`src/rtl/def.sv`:
```
// Shared definitions for the execute stage: opcode set, FSM states and an
// opcode classification used by the decode side of the stage.
package def;

    typedef enum logic [3:0] {
        OP_ADD  = 4'd0,
        OP_SUB  = 4'd1,
        OP_AND  = 4'd2,
        OP_OR   = 4'd3,
        OP_XOR  = 4'd4,
        OP_SLT  = 4'd5,
        OP_SLTU = 4'd6,
        OP_BEQ  = 4'd7,
        OP_BNE  = 4'd8,
        OP_BLT  = 4'd9,
        OP_BGE  = 4'd10,
        OP_JAL  = 4'd11,
        OP_JALR = 4'd12,
        OP_MUL  = 4'd13
    } exec_op_t;

    typedef enum logic [1:0] {
        S_IDLE = 2'd0,
        S_MUL  = 2'd1,
        S_HOLD = 2'd2
    } exec_state_t;

    // Instruction class bits derived from the opcode
    typedef struct packed {
        logic branch;
        logic jump;
        logic mul;
    } op_class_t;

    function automatic op_class_t op_class(input exec_op_t op);
        op_class_t c;
        c.branch = (op == OP_BEQ) || (op == OP_BNE) || (op == OP_BLT) || (op == OP_BGE);
        c.jump   = (op == OP_JAL) || (op == OP_JALR);
        c.mul    = (op == OP_MUL);
        return c;
    endfunction

endpackage

```
`src/rtl/mul_iter.sv`:
```
// Iterative shift-add multiplier, one multiplier bit per cycle, low XLEN bits.
// The final step is folded into 'product' so the result is usable on the done edge.
module mul_iter #(
    parameter int XLEN = 32
) (
    input  logic            clk,
    input  logic            rstn,
    input  logic            start,
    input  logic [XLEN-1:0] a,
    input  logic [XLEN-1:0] b,
    input  logic            abort,
    output logic            done,
    output logic [XLEN-1:0] product
);
    localparam int CW = $clog2(XLEN);

    logic            active;
    logic [CW-1:0]   cnt;
    logic [XLEN-1:0] acc;
    logic [XLEN-1:0] mcand;
    logic [XLEN-1:0] mplier;
    logic [XLEN-1:0] addend;

    assign addend  = mplier[0] ? mcand : '0;
    assign done    = active && (cnt == CW'(XLEN - 1));
    assign product = acc + addend;

    always_ff @(posedge clk or negedge rstn) begin
        if (!rstn) begin
            active <= 1'b0;
            cnt    <= '0;
            acc    <= '0;
            mcand  <= '0;
            mplier <= '0;
        end else if (abort) begin
            active <= 1'b0;
            cnt    <= '0;
            acc    <= '0;
        end else if (start) begin
            active <= 1'b1;
            cnt    <= '0;
            acc    <= '0;
            mcand  <= a;
            mplier <= b;
        end else if (active) begin
            acc    <= acc + addend;
            mcand  <= mcand << 1;
            mplier <= mplier >> 1;
            cnt    <= cnt + 1'b1;
            if (done) active <= 1'b0;
        end
    end

endmodule

```
`src/rtl/exec_mc.sv`:
```
// Execute stage: single-cycle ALU/branch/jump ops plus an iterative multiply,
// with a registered, back-pressurable output and a flush that overrides everything.
module exec_mc
    import def::*;
#(
    parameter int XLEN   = 32,
    parameter int MUL_EN = 1
) (
    input  logic            clk,
    input  logic            rstn,
    input  logic            in_valid,
    output logic            in_ready,
    input  exec_op_t        op,
    input  logic [XLEN-1:0] pc,
    input  logic [XLEN-1:0] rs1,
    input  logic [XLEN-1:0] rs2,
    input  logic [XLEN-1:0] imm,
    input  logic            flush,
    output logic            out_valid,
    input  logic            out_ready,
    output logic [XLEN-1:0] result,
    output logic            is_jump_chosen,
    output logic [XLEN-1:0] next_pc,
    output logic            busy
);
    exec_state_t     state, state_nx;
    op_class_t       cls;
    logic            accept;
    logic            go_mul;
    logic            mul_done;
    logic [XLEN-1:0] product;
    logic [XLEN-1:0] pc_q;
    logic [XLEN-1:0] res_c;
    logic            jmp_c;
    logic [XLEN-1:0] npc_c;

    assign cls       = op_class(op);
    assign in_ready  = !flush && ((state == S_IDLE) || ((state == S_HOLD) && out_ready));
    assign accept    = in_valid && in_ready;
    assign go_mul    = accept && cls.mul && (MUL_EN != 0);
    assign out_valid = (state == S_HOLD);
    assign busy      = (state == S_MUL);

    // Single-cycle datapath; OP_MUL falls through to 0 when the multiplier is absent
    always_comb begin
        res_c = '0;
        jmp_c = 1'b0;
        npc_c = pc + XLEN'(4);
        case (op)
            OP_ADD:  res_c = rs1 + rs2;
            OP_SUB:  res_c = rs1 - rs2;
            OP_AND:  res_c = rs1 & rs2;
            OP_OR:   res_c = rs1 | rs2;
            OP_XOR:  res_c = rs1 ^ rs2;
            OP_SLT:  res_c = {{(XLEN-1){1'b0}}, $signed(rs1) < $signed(rs2)};
            OP_SLTU: res_c = {{(XLEN-1){1'b0}}, rs1 < rs2};
            OP_BEQ:  jmp_c = (rs1 == rs2);
            OP_BNE:  jmp_c = (rs1 != rs2);
            OP_BLT:  jmp_c = ($signed(rs1) < $signed(rs2));
            OP_BGE:  jmp_c = !($signed(rs1) < $signed(rs2));
            OP_JAL:  npc_c = pc + imm;
            OP_JALR: npc_c = (rs1 + imm) & ~XLEN'(1);
            default: res_c = '0;
        endcase
        if (cls.jump) begin
            jmp_c = 1'b1;
            res_c = pc + XLEN'(4);
        end
        if (cls.branch && jmp_c) npc_c = pc + imm;
    end

    generate
        if (MUL_EN != 0) begin : g_mul
            mul_iter #(.XLEN(XLEN)) u_mul (
                .clk     (clk),
                .rstn    (rstn),
                .start   (go_mul),
                .a       (rs1),
                .b       (rs2),
                .abort   (flush),
                .done    (mul_done),
                .product (product)
            );
        end else begin : g_nomul
            assign mul_done = 1'b0;
            assign product  = '0;
        end
    endgenerate

    always_ff @(posedge clk or negedge rstn) begin
        if (!rstn) state <= S_IDLE;
        else       state <= state_nx;
    end

    always_comb begin
        state_nx = state;
        case (state)
            S_IDLE:  if (accept) state_nx = go_mul ? S_MUL : S_HOLD;
            S_MUL:   if (mul_done) state_nx = S_HOLD;
            S_HOLD:  if (out_ready) state_nx = accept ? (go_mul ? S_MUL : S_HOLD) : S_IDLE;
            default: state_nx = S_IDLE;
        endcase
        if (flush) state_nx = S_IDLE;
    end

    // Output registers only change on a load, so a stalled result stays intact
    always_ff @(posedge clk or negedge rstn) begin
        if (!rstn) begin
            result         <= '0;
            is_jump_chosen <= 1'b0;
            next_pc        <= '0;
            pc_q           <= '0;
        end else if (!flush) begin
            if (go_mul) begin
                pc_q <= pc;
            end else if (accept) begin
                result         <= res_c;
                is_jump_chosen <= jmp_c;
                next_pc        <= npc_c;
            end else if ((state == S_MUL) && mul_done) begin
                result         <= product;
                is_jump_chosen <= 1'b0;
                next_pc        <= pc_q + XLEN'(4);
            end
        end
    end

endmodule

```
`config.mk`:
```
export PLATFORM = sky130hd
export DESIGN_NAME = exec_mc
export DESIGN_NICKNAME = d
export VERILOG_FILES = /design/src/rtl/def.sv /design/src/rtl/mul_iter.sv /design/src/rtl/exec_mc.sv
export SDC_FILE = /design/constraint.sdc
export NUM_CORES = 1
export LEC_CHECK = 0
export ABC_CLOCK_PERIOD_IN_PS = 4400
export CAP_MARGIN = 20
export CORE_MARGIN = 4
export CORE_UTILIZATION = 60
export CTS_BUF_LIST = sky130_fd_sc_hd__clkbuf_8
export DETAILED_ROUTE_END_ITERATION = 8
export GPL_TIMING_DRIVEN = 0
export PLACE_DENSITY = 0.84
export SKIP_LAST_GASP = 1
export SLEW_MARGIN = 10
export SYNTH_ARGS = -nofsm -noshare
export SYNTH_HDL_FRONTEND = slang
export SYNTH_SLANG_ARGS = --single-unit
```
`constraint.sdc`:
```
create_clock -name clk -period 4.4 [get_ports clk]
set_input_delay 0.66 -clock clk [delete_from_list [all_inputs] [get_ports clk]]
set_output_delay 0.66 -clock clk [all_outputs]
set_load 0.02 [all_outputs]
```
Word-level counts from Yosys, hierarchy flattened
Cells that the tools add are included.
W data, S select, Z words.
{"block": "op_classes", "n_lt_le_gt_ge": 2, "muxes": 34, "bitwise": 5, "reduce_logical": 23, "addsub": 8, "eq_ne": 21}
{"cell": "$mux W32", "n": 14}
{"cell": "$pmux W32 S7", "n": 1}
{"cell": "$add A32 B32 Y32", "n": 4}
{"cell": "$add A32 B3 Y32 const B", "n": 2}
{"cell": "$lt A32 B32 Y1", "n": 2}
{"cell": "$pmux W32 S2", "n": 1}
{"cell": "$and A32 B32 Y32", "n": 1}
{"cell": "$eq A32 B32 Y1", "n": 1}
{"cell": "$ne A32 B32 Y1", "n": 1}
{"cell": "$or A32 B32 Y32", "n": 1}
{"cell": "$sub A32 B32 Y32", "n": 1}
{"cell": "$xor A32 B32 Y32", "n": 1}
{"cell": "$eq A4 B4 Y1 const B", "n": 6}
{"cell": "$eq A4 B3 Y1 const B", "n": 4}
{"cell": "$mux W5", "n": 3}
{"cell": "$mux W2", "n": 6}
{"cell": "$eq A4 B2 Y1 const B", "n": 2}
{"cell": "$logic_and A1 B1 Y1", "n": 7}
{"cell": "$mux W1", "n": 7}
{"cell": "$ne A3 B2 Y1 const B", "n": 2}
{"cell": "$pmux W2 S3", "n": 1}
{"cell": "$reduce_and A3 Y1", "n": 2}
{"cell": "$add A5 B1 Y5 const B", "n": 1}
{"cell": "$eq A5 B5 Y1 const B", "n": 1}
{"cell": "other kinds (13)", "n": 21}
{"block": "word_totals", "in_bits": 137, "wordCells": 103, "output_inout_bits": 68, "ff_bits": 201}

Logic depth before layout (Yosys ltp)
Gate-level depths: netlist of the first run.
{"block": "logic_depth", "word_depth": 11, "depth_mapped": 14, "mapped_depth_nobuf": 13}

Hierarchy
From an unflattened synthesis of the first run, not the netlist that was laid out.
{"block": "unflattened", "hier_cells": 2581, "area_unflattened_um2": 20444.6}
{"module": "exec_mc", "n_inst": 1, "cells_each": 1942, "seq_area_each_um2": 2477.4, "area_each_um2": 14211.1}
{"module": "mul_iter", "n_inst": 1, "cells_each": 639, "seq_area_each_um2": 2552.4, "area_each_um2": 6233.5}

Worst setup path after synthesis of the first run
OpenSTA, ideal clock, no wires.
{"block": "synth_path", "kind": "input-to-reg", "startpoint": "in rs1[0]", "endpoint": "reg next_pc[14]", "arrival_ns": 3.382, "path_buffers": 1, "required_ns": 4.296, "cell_stages": 13, "setup_ns": 0.104, "slack_ns": 0.915, "path_cell_list": "inv_1 > ha_1 > fa_1 > o21bai_1 > o2111ai_1 > a31oi_1 > and3_1 > o21ai_1 > a221o_1 > a31oi_2 > buf_4 > a22oi_1 > a221oi_1"}
{"block": "synth_between", "elab_chain_cells": 7, "elab_cells_between_ends": 11, "classes_between": "add/sub: 1; order compare: 1; eq/ne: 2; mux: 5; reduce/logical: 2"}
{"element": "start, declared", "line_no": "exec_mc.sv:15", "text": "input logic [XLEN-1:0] rs1,"}
{"element": "$lt A32 B32 Y1", "line_no": "exec_mc.sv:59, exec_mc.sv:60"}
{"element": "$logic_not A1 Y1", "line_no": "exec_mc.sv:60", "text": "OP_BGE: jmp_c = !($signed(rs1) < $signed(rs2));"}
{"element": "$pmux W1 S4", "line_no": "exec_mc.sv:49", "text": "case (op)"}
{"element": "$mux W1", "line_no": "exec_mc.sv:65", "text": "if (cls.jump) begin"}
{"element": "$logic_and A1 B1 Y1", "line_no": "exec_mc.sv:69", "text": "if (cls.branch && jmp_c) npc_c = pc + imm;"}
{"element": "$mux W32 (*)", "line_no": "exec_mc.sv:69"}
{"element": "$mux W32 (*)", "line_no": "exec_mc.sv:116", "text": "end else if (accept) begin"}
{"element": "end signal, assigned", "line_no": "exec_mc.sv:119", "text": "next_pc <= npc_c;"}
{"element": "end signal, assigned", "line_no": "exec_mc.sv:123", "text": "next_pc <= pc_q + XLEN'(4);"}
{"element": "end, declared", "line_no": "exec_mc.sv:23", "text": "output logic [XLEN-1:0] next_pc,"}
Every way passes the cells marked *; elsewhere a longest branch is shown, timed or not.
A chain may end at the register's enable or synchronous reset.

Worst setup path after layout of the first run
{"block": "layout_path", "startpoint": "in rs1[27]", "endpoint": "reg next_pc[31]"}
Same word-level chain as after synthesis.

==> summary.md, run 1 <==
| Metric | Value |
|---|---|
| Total number of vias | `23,727` |
| Mapped cell area | `20,170 µm²` |
| Die Wd | `around 190 µm` |
| Largest net degree at the start of global routing | `103` |
| Ys Warns | `0` |
| Ports | `205` |
| Worst min-delay path category | `in2async` |
| #FFs+latches synth | `201` |
| Endpoint class of the critical path | `register` |
| Final Hold Vio Count | `0` |
| Most common cell in the synthesized netlist | `nand2_1` |
| Die height | `191.4 µm` |
| Fraction of the yosys area taken by sequential cells | `0.2493` |
| Via density | `between 7 and 8` |
| First-pass GRT wire length | `131,900 µm` |
| Commonest cells in the synthesized netlist | `nand2_1, a21oi_1, nor2_1, o21ai_0, ha_1` |
| Slew headroom | `0.1321` |
| Reg-to-reg startpoint | `g_mul.u_mul.mplier[0]` |
| Setup ws final | `40.09 ps` |
| Final ANT Viol Nets | `0` |
| CTS tree | `built` |
| Synthesized Nets | `2,983` |
| Mean Syn Cell Area | `7.665 µm²` |
| Leakage | `~11 nW` |
| Final Max Tran Viols | `0` |
| Asr flop ratio synth | `1.000` |
| RSZ-0062 raised after global routing | `true` |
| Max cap viols | `0` |
| Post-DP Area | `22,820 µm²` |
| Worst r2r path cells | `13` |
| Largest fanout on the critical path | `10` |
| Post-layout nets | `3,233` |
| Gr ovfl total | `0` |
| Tmin final | `~4400 ps` |
| Slowest stage delay, CP | `~590 ps` |
| Row count | `66` |
| Clk sinks | `201` |
| CTS H-Tree Depth | `2` |
| Post-CTS setup buffer count | `0` |
| Primary FF master, synth | `dfrtp_1` |
| Setup TNS | `0 ps` |
| Maximum vdd drop | `0.2917 mV` |
| Detailed Route Iter0 Violations | `3,573` |
| WL/cell | `27.01 µm` |
| Clk root buf | `clkbuf_8` |
| Antenna violations before repair | `8` |
| Port bufs | `202` |
| Area grow syn2layout | `17.70%` |
| CP arrival | `just under 5000 ps` |
| Synth area leader | `dfrtp_1` |
| Data required time of the critical path | `4910 ps` |
| Crit share post-route | `0.9909` |
| Post-synth EDFFs | `0` |
| Reg-to-Reg End | `result[31]` |
| Finished Layout Cells | `3,351` |
| Crit-path cells | `clkdlybuf4s50_1, inv_1, ha_1, buf_2, or3_1, nand4b_4, nor4_4, nor4b_2, nand4_1, o21ai_1, or3_1, buf_2, buf_4, a21oi_1, a21oi_1` |
| Cells after DPL | `3,281` |
| Num CTS Buffers | `36` |
| First-pass detailed-route iteration total | `8` |
| Pwr/cell area | `277.6 nW/µm²` |
| Gate Count Post-Synth | `2,632` |
| Yosys top cell area share | `0.2493` |
| Cell area after layout | `23,750 µm²` |
| All-Layer GR Usage | `0.4724` |
| Initial Util | `0.6138` |
| Area occupied by multi-input gates | `14,260 µm²` |
| Status | `finished, final reports clean` |
| FF/Latch Area | `5031 µm²` |
| Post-Place Worst Slack | `-793.8 ps` |
| Critical path launch point type | `input port` |
| CTS clk-pin slew, worst paths | `~60 ps` |
| Placer Congestion | `1.040` |
| Final HPWL DP | `67,280 µm` |
| Worst setup path class | `in2reg` |
| Power, Total | `~6.6 mW` |
| Slowest CP cell | `clkdlybuf4s50_1` |
| Setup slack, reg-to-reg | `160 ps` |
| # setup viols final | `0` |
| Routed wire length | `90,520 µm` |
| Core Area | `32,870 µm²` |
| Vias in the first global route | `22,955` |
| Fill count | `2,427` |
| Share of layout cells above drive strength 1 | `0.04198` |
| Max Clk Rate | `229.4 MHz` |
| Worst-Margin Slew | `1302 ps` |
| Clock Skew | `43.45 ps` |
| Netlist cell types | `80` |
| Max Buffers Root-to-Sink | `3` |
| Skew-Pair Late Insertion Delay | `approximately 640 ps` |
| Largest cells by area after synthesis | `dfrtp_1, ha_1, a21oi_1, nand2_1, o21ai_0` |
| DIE AREA | `36,620 µm²` |
| Drt drc | `0` |
==> where the power goes <==
group | total [mW] | leakage (nW) | internal (mW) | switching (mW)
Combinational | 2.40 | 7.51 | 0.942 | 1.46
Clock | 1.98 | 0.423 | 1.07 | 0.907
Sequential | 2.21 | 2.65 | 2.03 | 0.180
Total | 6.59 | 10.6 | 4.05 | 2.54
==> cell families (layout without fill, tap and decap cells) <==
logic type	count (synthesis)	after routing	share of synthesized area
AOI/OAI and AO/OA	911	911	0.2878
DFF	201	201	0.2493
buffers and inverters	254	528	0.04844
xor gates and xnor gates	140	140	0.06078
muxes	41	41	0.02059
and+or+nand+nor	871	871	0.1985
adders and majority gates	214	214	0.1346
other	0	3	0
==> critical path, delay by kind of cell <==
| family | cells | cell delay [ps] |
|---|---|---|
| buf+inv | 5 | 1430 |
| compound gates | 3 | 610 |
| fa+ha+maj | 1 | 290 |
| simple gates | 6 | 1870 |
==> sequential cells by signal, summed over array words and instances, names as in the netlist <==
signal / cells
g_mul.u_mul.mcand: 32
g_mul.u_mul.cnt: 5
g_mul.u_mul.acc: 32
result: 32
g_mul.u_mul.mplier: 32
is_jump_chosen: 1
g_mul.u_mul.active: 1
next_pc: 32
state: 2
pc_q: 32
==> layout make-up <==
| cell class | count | share of cell area |
|---|---|---|
| antenna | 3 | 0.0003162 |
| clock buffer | 40 | 0.02318 |
| timing repair buffer | 212 | 0.09079 |
| tap | 442 | 0.02329 |
| multi-input combinational | 2177 | 0.6005 |
| inverter | 118 | 0.01865 |
| sequential | 201 | 0.2119 |
| clock inverter | 22 | 0.008642 |
| buffer | 136 | 0.02271 |
==> per-layer routing <==
layer / routed length [µm] / vias up / GRT usage
met5: 130 / - / 0
met4: 7355 / 10 / 0.2950
met3: 12910 / 573 / 0.1607
met2: 38690 / 2013 / 0.7381
met1: 31420 / 11032 / 0.5586
li1: - / 10099 / -
==> metrics by stage <==
step                      hold slack [ps]  utilization
after detailed placement            470.2       0.6944
after CTS                           99.80       0.7179
after floorplan                     364.4            -
after global routing                152.6       0.7224
final                               77.49       0.7225
after global placement              462.1       0.6922
==> placed cells by master, fill, tap and decap left out, types with 17 or more instances in the layout <==
master / instances
a22oi_1: 37
xor2_1: 55
nand4_1: 22
nor2b_1: 21
o21ai_0: 218
xnor2_1: 84
o22ai_1: 45
o21a_1: 18
clkbuf_1: 112
and2_1: 47
or3_1: 20
a31oi_1: 25
nand2_1: 303
inv_1: 127
nor2_1: 256
clkbuf_8: 40
nor3_1: 49
o21bai_1: 19
a211oi_1: 24
ha_1: 209
dfrtp_1: 200
nand3_1: 57
a21o_1: 50
and3_1: 36
o221ai_1: 17
clkdlybuf4s50_1: 200
a221oi_1: 38
o211ai_1: 30
mux2i_1: 37
a21oi_1: 265
==> worst max path at each step <==
stage,from,depth (start not counted),to,slack (ps)
after CTS,g_mul.u_mul.mplier[0],13,result[31],70
after detailed placement,rs1[1],13,next_pc[14],-790
final,rs1[27],15,next_pc[31],40
after global placement,rstn,1,next_pc[27],-5670
after global routing,rs1[22],15,next_pc[31],-20
after floorplan,rs1[0],13,next_pc[14],910
==> repair_timing <==
item / 4_1_cts / 5_1_grt
hold buffers: 0 / 0
pin swaps: 0 / 3
endpoints found under the hold margin: 0 / 0
endpoints found under the setup margin: 31 / 26
resized for setup: 3 / 15
No activity file was read; power rests on OpenSTA's default activity.
==> run 2: changes to the inputs <==
--- a/config.mk
+++ b/config.mk
@@ -13,6 +13,7 @@
 export DETAILED_ROUTE_END_ITERATION = 8
 export GPL_TIMING_DRIVEN = 0
 export PLACE_DENSITY = 0.84
+export RECOVER_POWER = 50
 export SKIP_LAST_GASP = 1
 export SLEW_MARGIN = 10
 export SYNTH_ARGS = -nofsm -noshare
==> summary.md, run 2 (synthesized netlist as in run 1, its figures left out) <==
| Metric | Value |
|---|---|
| Clk sinks | `201 (unchanged)` |
| Crit share post-route | `1.003 (+0.01236)` |
| # setup viols final | `1 (+1)` |
| Routed wire length | `90,360 µm (-0.17%)` |
| Tmin final | `4414 ps (+54.38 ps)` |
| Reg-to-reg startpoint | `g_mul.u_mul.mplier[0]` |
| Vias in the first global route | `22,955 (unchanged)` |
| RSZ-0062 raised after global routing | `true` |
| Initial Util | `0.6138 (unchanged)` |
| Slowest CP cell | `clkdlybuf4s50_1` |
| Final Max Tran Viols | `203 (+203)` |
| Final Hold Vio Count | `0 (unchanged)` |
| Worst r2r path cells | `13 (unchanged)` |
| Slew headroom | `-0.7296 (-0.8617)` |
| Port bufs | `202 (unchanged)` |
| WL/cell | `26.96 µm (-0.20%)` |
| Cell area after layout | `23,720 µm² (-0.12%)` |
| Cells after DPL | `3,281 (unchanged)` |
| Finished Layout Cells | `3,352 (+0.030%)` |
| Commonest non-fill, non-tap cell in the layout | `nand2_1` |
| Core Area | `32,870 µm² (unchanged)` |
| Data required time of the critical path | `4900 ps (about the same)` |
| Clk root buf | `clkbuf_8` |
| Max Buffers Root-to-Sink | `3 (unchanged)` |
| DIE AREA | `36,620 µm² (unchanged)` |
| Max cap viols | `2 (+2)` |
| Setup ws final | `-14.29 ps (-54.38 ps)` |
| Via density | `7.081 (about the same)` |
| Post-DP Area | `22,820 µm² (unchanged)` |
| Met2 Use GR | `0.7381 (unchanged)` |
| Placer Congestion | `1.040 (unchanged)` |
| Critical path launch point type | `input port` |
| Maximum vdd drop | `0.2893 mV (-0.81%)` |
| CTS tree | `built` |
| GRT busiest layer | `met2` |
| First-pass GRT wire length | `131,900 µm (unchanged)` |
| Skew-Pair Late Insertion Delay | `640 ps (about the same)` |
| Final HPWL DP | `67,280 µm (unchanged)` |
| Status | `complete, but fails checks` |
| Post-layout nets | `3,233 (unchanged)` |
| Antenna violations before repair | `8 (unchanged)` |
| Die Wd | `191.4 µm (unchanged)` |
| Ports | `205 (unchanged)` |
| M1 GR Usage | `0.5586 (unchanged)` |
| Crit-path cells | `clkdlybuf4s50_1, inv_1, ha_1, fa_1, o21bai_1, o2111ai_1, a31oi_4, and3_1, o21ai_1, a221o_1, a31oi_4, buf_4, a22oi_1, a221oi_1` |
| Max Clk Rate | `226.5 MHz (-1.2%)` |
| Detailed Route Iter0 Violations | `3,473 (-2.8%)` |
| Leakage | `10.61 nW (+0.26%)` |
| Gr ovfl total | `0 (unchanged)` |
| Die height | `191.4 µm (unchanged)` |
| Worst-Margin Slew | `2594 ps (+1293 ps)` |
| Largest net degree at the start of global routing | `103 (unchanged)` |
| CP arrival | `4910 ps (+40 ps)` |
| Endpoint class of the critical path | `register` |
| Row count | `66 (unchanged)` |
| Reg-to-Reg End | `result[31]` |
| Area grow syn2layout | `17.56%` |
| Slowest stage delay, CP | `610 ps (+20 ps)` |
| Drt drc | `0 (unchanged)` |
| CTS clk-pin slew, worst paths | `60 ps (about the same)` |
| Largest fanout on the critical path | `10 (unchanged)` |
| Hold path startpoint | `result[1]` |
| Failing checks | `max-capacitance violations, max-slew violations, negative setup slack` |
| Num CTS Buffers | `36 (unchanged)` |
| Met3 usage | `0.1607 (unchanged)` |
| Share of layout cells above drive strength 1 | `0.04198 (unchanged)` |
| Clock Skew | `48.08 ps (+4.630 ps)` |
| Total number of vias | `23,735 (+0.034%)` |
| Worst setup path class | `in2reg` |
| First-pass detailed-route iteration total | `7 (-1)` |
| Crit-path most repeated cell | `a31oi_4` |
| Setup slack, reg-to-reg | `190 ps (+30 ps)` |
| All-Layer GR Usage | `0.4724 (unchanged)` |
| Worst min-delay path category | `reg2reg` |
| Most frequent cells in the layout | `nand2_1, a21oi_1, nor2_1` |
| Worst Hold Depth | `2` |
| Pwr/cell area | `277.2 nW/µm² (-0.15%)` |
| CTS H-Tree Depth | `2 (unchanged)` |
| Cts hold-fix bufs | `0 (unchanged)` |
| Hold endpoint | `result[1]` |
| Post-CTS setup buffer count | `0 (unchanged)` |
| Final ANT Viol Nets | `0 (unchanged)` |
run 2: worst max-delay path by stage:
stage,start,cells after the start,to,slack (ps)
6_report,rs1[0],14,next_pc[14],-10
5_1_grt,rs1[22],15,next_pc[31],-20
4_1_cts,g_mul.u_mul.mplier[0],13,result[31],70
3_5_place_dp,rs1[1],13,next_pc[14],-790
3_3_place_gp,rstn,1,next_pc[27],-5670
2_1_floorplan,rs1[0],13,next_pc[14],910
run 2: area by class of cell:
type,count,area (µm²)
antenna,4,10.01
buffer,136,539.3
clock buffer,40,550.5
clock inverter,22,205.2
fill,2429,9149
inverter,118,442.9
multi-input combinational,2177,14260
sequential,201,5031
tap,442,553.0
timing repair buffer,212,2126
run 2: layer usage:
| layer | part of all wire | wire, µm |
|---|---|---|
| met3 | 0.14 | 12960 |
| met5 | 0.0016 | 144 |
| met1 | 0.35 | 31220 |
| met2 | 0.43 | 38770 |
| met4 | 0.080 | 7271 |
run 2: per-stage QoR:
step | hold slack, ps | setup TNS [ps] | power [mW] | utilization | setup WS, ps
floorplan | 364.4 | 0 | 3.534 | - | 914.6
global placement | 462.1 | -1158680 | 4.437 | 0.6922 | -5674
detailed placement | 470.2 | -26180 | 4.493 | 0.6944 | -793.8
CTS | 99.80 | 0 | 6.444 | 0.7179 | 66.01
global route | 506.2 | -25.69 | 6.767 | 0.7215 | -23.90
finish | 477.9 | -14.29 | 6.575 | 0.7216 | -14.29
run 2: where the power goes:
group          switching, mW  internal [mW]  leakage, nW
Combinational           1.46          0.920         7.54
Clock                  0.916           1.07        0.423
Sequential             0.175           2.03         2.65
run 2: repair_timing:
action,in CTS,in global routing
endpoints found under the setup margin,31,26
pin swaps,0,3
endpoints found under the hold margin,0,0
cloned,0,0
resized for setup,3,15
run 2: worst max-delay path, delay by kind of cell:
kind                       cells  cell delay [ps]
adders and majority gates      2              700
and+or+nand+nor                1              240
buffers and inverters          3             1090
AOI/OAI and AO/OA              8             2180
